## src/rtl/taillight_sequencer.sv

```systemverilog
// Rear-light cluster sequencer: arbitrates turn/hazard/brake requests and
// steps the six-lamp pattern once per prescaled animation tick.
module taillight_sequencer #(
    parameter int unsigned TICK_DIV = 4
) (
    input  logic clk,
    input  logic reset,
    input  logic L,
    input  logic R,
    input  logic H,
    input  logic B,
    output logic LA,
    output logic LB,
    output logic LC,
    output logic RA,
    output logic RB,
    output logic RC,
    output logic active,
    output logic step
);

    localparam int unsigned CNT_W = (TICK_DIV > 1) ? $clog2(TICK_DIV) : 1;
    localparam logic [CNT_W-1:0] CNT_MAX = CNT_W'(TICK_DIV - 1);

    typedef enum logic [3:0] {
        IDLE   = 4'd0,
        L1     = 4'd1,
        L2     = 4'd2,
        L3     = 4'd3,
        R1     = 4'd4,
        R2     = 4'd5,
        R3     = 4'd6,
        HZ_ON  = 4'd7,
        HZ_OFF = 4'd8
    } state_t;

    state_t           state_q;
    state_t           state_d;
    logic [CNT_W-1:0] cnt_q;
    logic             b_q;
    logic             tick;
    logic             hz_req;
    logic [2:0]       lft;   // {LC, LB, LA}
    logic [2:0]       rgt;   // {RA, RB, RC}

    assign tick   = (cnt_q == CNT_MAX);
    assign hz_req = H | (L & R);

    // Free-running prescaler that defines the animation tick.
    always_ff @(posedge clk or negedge reset) begin
        if (!reset) begin
            cnt_q <= '0;
        end else if (tick) begin
            cnt_q <= '0;
        end else begin
            cnt_q <= cnt_q + CNT_W'(1);
        end
    end

    // Brake is sampled every cycle so it responds independently of the tick.
    always_ff @(posedge clk or negedge reset) begin
        if (!reset) begin
            b_q <= 1'b0;
        end else begin
            b_q <= B;
        end
    end

    // State register; only advances on tick edges.
    always_ff @(posedge clk or negedge reset) begin
        if (!reset) begin
            state_q <= IDLE;
        end else if (tick) begin
            state_q <= state_d;
        end
    end

    // Next-state arbitration and Moore lamp decode with brake overlay.
    always_comb begin
        state_d = state_q;
        lft     = 3'b000;
        rgt     = 3'b000;
        unique case (state_q)
            IDLE: begin
                if (hz_req)  state_d = HZ_ON;
                else if (L)  state_d = L1;
                else if (R)  state_d = R1;
                if (b_q) begin
                    lft = 3'b111;
                    rgt = 3'b111;
                end
            end
            L1: begin
                state_d = hz_req ? HZ_ON : L2;
                lft     = 3'b001;
                if (b_q) rgt = 3'b111;
            end
            L2: begin
                state_d = hz_req ? HZ_ON : L3;
                lft     = 3'b011;
                if (b_q) rgt = 3'b111;
            end
            L3: begin
                state_d = hz_req ? HZ_ON : IDLE;
                lft     = 3'b111;
                if (b_q) rgt = 3'b111;
            end
            R1: begin
                state_d = hz_req ? HZ_ON : R2;
                rgt     = 3'b100;
                if (b_q) lft = 3'b111;
            end
            R2: begin
                state_d = hz_req ? HZ_ON : R3;
                rgt     = 3'b110;
                if (b_q) lft = 3'b111;
            end
            R3: begin
                state_d = hz_req ? HZ_ON : IDLE;
                rgt     = 3'b111;
                if (b_q) lft = 3'b111;
            end
            HZ_ON: begin
                state_d = HZ_OFF;
                lft     = 3'b111;
                rgt     = 3'b111;
            end
            HZ_OFF: begin
                state_d = hz_req ? HZ_ON : IDLE;
            end
            default: begin
                state_d = IDLE;
            end
        endcase
    end

    // Output mapping from registered state only.
    assign LA     = lft[0];
    assign LB     = lft[1];
    assign LC     = lft[2];
    assign RA     = rgt[2];
    assign RB     = rgt[1];
    assign RC     = rgt[0];
    assign active = (state_q != IDLE);
    assign step   = tick;

endmodule

```

## config.mk

```make
export PLATFORM = sky130hd
export DESIGN_NAME = taillight_sequencer
export DESIGN_NICKNAME = d
export VERILOG_FILES = /design/src/rtl/taillight_sequencer.sv
export SDC_FILE = /design/constraint.sdc
export NUM_CORES = 1
export LEC_CHECK = 0
export CORE_AREA = 2 2 39 41
export CTS_CLUSTER_SIZE = 20
export DETAILED_ROUTE_END_ITERATION = 10
export DIE_AREA = 0 0 41 43
export PLACE_DENSITY_LB_ADDON = 0.12
export SLEW_MARGIN = 20
export SYNTH_ARGS = -nofsm -noshare
export SYNTH_HDL_FRONTEND = slang
export SYNTH_SLANG_ARGS = --single-unit
```

## constraint.sdc

```tcl
create_clock -name clk -period 3.2 [get_ports clk]
set_input_delay 0.48 -clock clk [delete_from_list [all_inputs] [get_ports clk]]
set_output_delay 0.48 -clock clk [all_outputs]
set_load 0.05 [all_outputs]
```

; Yosys cells after proc, flatten, opt, wreduce, memory -nomap -nowiden
; Index checks and enable logic that the tools add are counted.
[word_totals]
regBits = 7
input_bits = 6
output_inout_bits = 8
elab_cells = 37
[op_classes]
add_sub_neg = 1
eq_ne = 10
mux = 13
bitwise_logic = 2
reduce_logical = 8
[op_table]
columns = cell, count
row1 = $pmux 4 s7, 1
row2 = $pmux 3 s4, 2
row3 = $eq 4x3->1 const B, 4
row4 = $mux 3, 4
row5 = $mux 4, 3
row6 = $eq 4x2->1 const B, 2
row7 = $reduce_or 4->1, 2
row8 = $eq 4x1->1 const B, 1
row9 = $eq 4x4->1 const B, 1
row10 = $logic_not 4->1, 1
row11 = $mux 2, 2
row12 = $ne 4x4->1 const B, 1
row13 = $reduce_bool 4->1, 1
row14 = $reduce_or 2->1, 2
row15 = $reduce_or 3->1, 1
row16 = $add 2x1->2 const B, 1
row17 = $eq 2x2->1 const B, 1
row18 = $reduce_and 2->1, 1
row19 = $and 1x1->1, 1
row20 = $mux 1, 1
row21 = $or 1x1->1, 1

; Longest topological paths before layout
; Gate-level depths: netlist (run 1).
[depth]
depth_word = 4
depth_mapped = 5

; Worst setup path after synthesis (run 1)
; Ideal clock, no wire load.
[synth_timing]
kind = flip-flop to output port
from = register state_q[0]
to = output port LB
arrival_time_ps = 1913
t_required_ps = 2720
path_slack_ps = 807
path_stages_with_launch = 5
n_path_buf = 1
cell_sequence = dfrtp_1 > buf_4 > inv_1 > o21ai_0 > a211oi_1
[synth_between]
elab_chain_cells = 3
[synth_lines]
columns = item, line_no
row1 = "start, declared", 37  ; state_t state_q;
row2 = "start signal, assigned", 74  ; state_q <= state_d;
row3 = $eq 4x3->1 (tied with other cells), 83  ; unique case (state_q)
row4 = $reduce_or 4->1 (no source line) or $reduce_or 2->1 (tied branches), n/a
row5 = $pmux 3 s4 (*), 83
row6 = "end, declared", 13  ; output logic LB,
; Mark *: on every way between the ends. The rest lies on a longest branch, timed or not.

; Worst setup path after layout (run 1)
[layout_timing]
from = register state_q[2]
to = output port LA
[layout_between]
elab_chain_cells = 3
[layout_lines]
columns = item, line_no
row1 = $eq 4x3->1 (tied with other cells), 83
row2 = $reduce_or 4->1 (no source line) or $reduce_or 2->1 (tied branches), n/a
row3 = $pmux 3 s4 (*), 83
row4 = "end, declared", 12  ; output logic LA,
; Marked as above.

==> metrics.txt, run 1 <==
status finished, final reports clean; Synth Net Count 67; vias in the first global route 400; CTS tree done; Clock transition at path regs 50 ps; average via count per standard cell 5.216; post-route ant nets 0; hold path startpoint cnt_q[0]$_DFF_PN0_; Max stage delay on crit path 710 ps; Wirelength per Cell 11.70 microns; Final period util 84.91%; register area share after synthesis 33.65%; Fillers 145; IO Port Bufs 13; flops & latches, synth 7; Max stage delay cell, worst path clkdlybuf4s50_1; detailed-route via count 459; synthesis-to-finish area growth 25.72%; final hold violations 0; share of layout cells above drive strength 1 12.50%; Ports 14; WHS 435.4 ps; post-route cell area 654.4 sq um; Max-Slew Margin vs Limit 66.71%; crit-path cells inv_1 > maj3_2 > nor2_1 > nor2_1 > clkdlybuf4s50_1; Synth Instances 60; Placer Congestion 0.7536; unrepaired setup endpoints after global routing no; Crit Path Class flop to output port; die height 43 microns; r2r setup slk 1860 ps; Post-layout nets 80; initial DRC count 3; r2r endpoint state_q[0]$_DFFE_PN0P_; Crit path depth 5; synthesized area 520.5 sq um; crit start category flop; placed instance area 628.1 sq um; CP endpoint LA; most used cell, CP nor2_1; post-synthesis cell type count 25; post-CTS sizing 0; Post CTS Setup Buffer Count 0; DRC viols 0; clk root buf clkbuf_4; TritonCTS Sinks 7; crit path from state_q[2]$_DFFE_PN0P_; H-Tree Depth 1; Die Area 0.001763 sq mm; setup_tns 0 ps; Post-CTS Hold Fix Bufs 0; Crit path max-delay family buffers and inverters; endpoints failing setup 0; most frequent cells in the layout clkdlybuf4s50_1 (13), nor2_1 (8), a21oi_1 (7), dfrtp_1 (7); worst-path fanout max 16; Worst Path Required 2720 ps; CP Capture Type output port; initial core utilization 37.61%; mean post-synth cell area 8.675 sq um; Die Wd 41 microns; First-pass DRT Iterations 4; Worst Reg2Reg Path Length in Cells 4; R2R Path Start state_q[2]$_DFFE_PN0P_; clock buffer count from CTS 3; Final Max Slew Viols 0; final core utilization 47.29%; Overall Global Routing Usage 13.71%; minimum clock period 2717 ps; CP bufs+invs 2; CP Data Arrival Time 2240 ps; ANT cells 0; GRT overflow 0; largest net degree at the start of global routing 17; Hold Path Class flop to flop; Synth Warn # 0; max_cap viols 0; Post-Route WL 1030 microns; Core Region 0.001384 sq mm; HPWL after DPL 783.8 microns; Clock Skew 0.1167 ps; row cnt 14; first-pass GRT wire length 1683 microns; clk buf depth 2; Worst Max-Slew Pin Slew 497.8 ps; initial antenna violation count 0; most common cell after layout, fill and taps aside clkdlybuf4s50_1; Clock Latency Late Sink 240 ps; Max Clk Rate 0.3680 GHz
-- registers in the layout (all words and copies together) (netlist names) --
register  cells
cnt_q         2
state_q       4
b_q           1
-- cells by family after synthesis --
| family | share of synthesized area (%) |
|---|---|
| fa+ha+maj | 4.567 |
| flops | 33.65 |
| simple gates | 13.94 |
| buf+inv | 11.78 |
| compound gates | 36.06 |
-- cell usage after synthesis (all sizes together) --
cell	count	area, sq um
o21ai	5	25.02
inv	5	18.77
dfrtp	7	175.2
buf	5	42.53
nor3	2	10.01
maj3	1	11.26
a211o	1	8.760
ha	1	12.51
nor2	8	30.03
a211oi	2	15.01
nand2	2	7.510
o22ai	2	18.77
nand3	4	25.02
o32ai	1	16.27
o31ai	2	28.78
o22a	1	8.760
a21o	1	7.510
a21oi	8	43.79
o21a	2	15.01
-- routing by layer --
layer	routed length [microns]	GRT usage (%)	share of wire, %
met1	538	21.67	52
met2	458	18.13	44
met3	33	3.141	3.2
met4	0	4.000	0
met5	0	0	0
-- worst min path at each step --
stage,end,cells after the start
after CTS,cnt_q[0]$_DFF_PN0_,1
after detailed placement,cnt_q[0]$_DFF_PN0_,1
after global placement,cnt_q[0]$_DFF_PN0_,1
after global routing,cnt_q[0]$_DFF_PN0_,1
after floorplan,b_q$_DFF_PN0_,0
final,cnt_q[0]$_DFF_PN0_,1
-- through the flow --
step / setup WS [ps] / cells
2_1_floorplan: 807.4 / 60
3_3_place_gp: 758.4 / 84
3_5_place_dp: 746.0 / 84
4_1_cts: 469.6 / 88
5_1_grt: 338.1 / 88
6_report: 482.9 / 88
-- area by class of cell --
type | instances | area (sq um) | area share [%]
multi-input combinational | 43 | 284.0 | 43.40
inverter | 5 | 18.77 | 2.868
clock buffer | 4 | 26.28 | 4.015
tap | 16 | 20.02 | 3.059
sequential | 7 | 175.2 | 26.77
timing repair buffer | 13 | 130.1 | 19.89
-- worst register-to-register path, delay by kind of cell, from the launching register on --
family	cells	cell delay, ps
flops	1	640
simple gates	3	390
compound gates	1	220
Power of run 1 is left out: the tool's default activity adds up to more than one toggle a clock period on the data nets, which glitch-free logic cannot reach.
==> run 2: changes to the inputs <==
==> constraint.sdc (replaced) <==
create_clock -name clk -period 2.4 [get_ports clk]
set_input_delay 0.36 -clock clk [delete_from_list [all_inputs] [get_ports clk]]
set_output_delay 0.36 -clock clk [all_outputs]
set_load 0.05 [all_outputs]
==> metrics.txt, run 2 (synthesis gave the netlist of run 1 again) <==
status finished, final reports clean; detailed-route via count 494 (+7.6%); First-pass DRT Iterations 4 (unchanged); Die Wd 41 microns (unchanged); most frequent cells in the layout nor2_1 (8), clkdlybuf4s50_1 (8), buf_4 (8); Largest regs state_q (4), cnt_q (2), b_q (1); Detail Route met2 WL 535 microns (+17%); Max Clk Rate 0.4514 GHz; Wirelength per Cell 11.22 microns (-4.1%); die height 43 microns (unchanged); GRT overflow 0 (unchanged); clk buf depth 2 (unchanged); ANT cells 0 (unchanged); Max-Slew Margin vs Limit 67.24% (+0.53 points); Worst Reg2Reg Path Length in Cells 5 (+1); Place WS 448.6 ps (-297.4 ps); setup_tns 0 ps (unchanged); CP Capture Type output port; post-CTS sizing 0 (unchanged); Overall Global Routing Usage 14.11% (+0.41 points); initial antenna violation count 0 (unchanged); Clock Skew 1.919 ps (+1.802 ps); Post-CTS Hold Fix Bufs 0 (unchanged); Core Region 0.001384 sq mm (unchanged); DRC viols 0 (unchanged); Post CTS Setup Buffer Count 0 (unchanged); Final Max Slew Viols 0 (unchanged); uppermost layer routed met3; Crit Path Class flop to output port; met3 routed WL 44 microns (+33%); clock buffer count from CTS 3 (unchanged); Clock Latency Late Sink 240 ps (about the same); Top reg by flops state_q; crit start category flop; CTS tree done; post-route ant nets 0 (unchanged); Die Area 0.001763 sq mm (unchanged); max_cap viols 0 (unchanged); worst-path fanout max 11 (-5); Clock transition at path regs 50 ps (about the same); Ports 14 (unchanged); average via count per standard cell 5.429 (+4.1%); row cnt 14 (unchanged); Worst Path Required 2040 ps (-680 ps); first-pass GRT wire length 1697 microns (+0.83%); CP Data Arrival Time 1860 ps (-380 ps); endpoints failing setup 0 (unchanged); r2r setup slk 970 ps (-890 ps); Worst Max-Slew Pin Slew 489.9 ps (-7.968 ps); initial DRC count 19 (+16); Post-layout nets 83 (+3.8%); unrepaired setup endpoints after global routing no; H-Tree Depth 1 (unchanged); slack of the critical path 184.7 ps (-298.2 ps); share of layout cells above drive strength 1 22.67% (+10 points); IO Port Bufs 13 (unchanged); final hold violations 0 (unchanged); WHS 367.6 ps (-67.74 ps); max FFs per register 4 (unchanged); Post-Route WL 1021 microns (-0.87%); Placer Congestion 0.7685 (+2.0%); synthesis-to-finish area growth 27.64%; initial core utilization 37.61% (unchanged); vias in the first global route 429 (+7.2%); largest net degree at the start of global routing 13 (-4); Hold Path Class input port to async pin; clk root buf clkbuf_4; Final period util 92.30%; minimum clock period 2215 ps; Metal-1 WL 442 microns (-18%); HPWL after DPL 817.9 microns (+4.4%); TritonCTS Sinks 7 (unchanged)
run 2: metrics by stage:
| step | util [%] | cells | instance area [sq um] |
|---|---|---|---|
| finish | 48.01 | 91 | 664.4 |
| global route | 48.01 | 91 | 664.4 |
| CTS | 48.01 | 91 | 664.4 |
| detailed placement | 46.11 | 87 | 638.1 |
| global placement | 46.11 | 87 | 638.1 |
| floorplan | - | 60 | 520.5 |
run 2: cell type report:
class,instances,area [sq um]
timing repair buffer,16,140.1
inverter,5,18.77
clock buffer,4,26.28
fill,148,719.4
tap,16,20.02
multi-input combinational,43,284.0
sequential,7,175.2
run 2: final timing paths:
path                                             start                     end
min in group clk                    cnt_q[0]$_DFF_PN0_      cnt_q[0]$_DFF_PN0_
worst max register to register  state_q[2]$_DFFE_PN0P_  state_q[0]$_DFFE_PN0P_
worst max-delay path            state_q[0]$_DFFE_PN0P_                  active
worst min-delay path                             reset  state_q[0]$_DFFE_PN0P_
max in group asynchronous                        reset  state_q[3]$_DFFE_PN0P_
worst min register to register      cnt_q[0]$_DFF_PN0_      cnt_q[0]$_DFF_PN0_
run 2: worst max-delay path, cell delays in order (launching register included):
cell and delay (ps):
dfrtp_1 550, nor2_1 150, nand3_1 110, clkdlybuf4s50_1 800
run 2: layer usage:
layer  GRT usage [%]  up-vias
li1                -      243
met1           18.33      239
met2           22.50       12
met3           3.141        0
met4           4.000        0
met5               0        -
Power of run 2 is left out for the same reason.
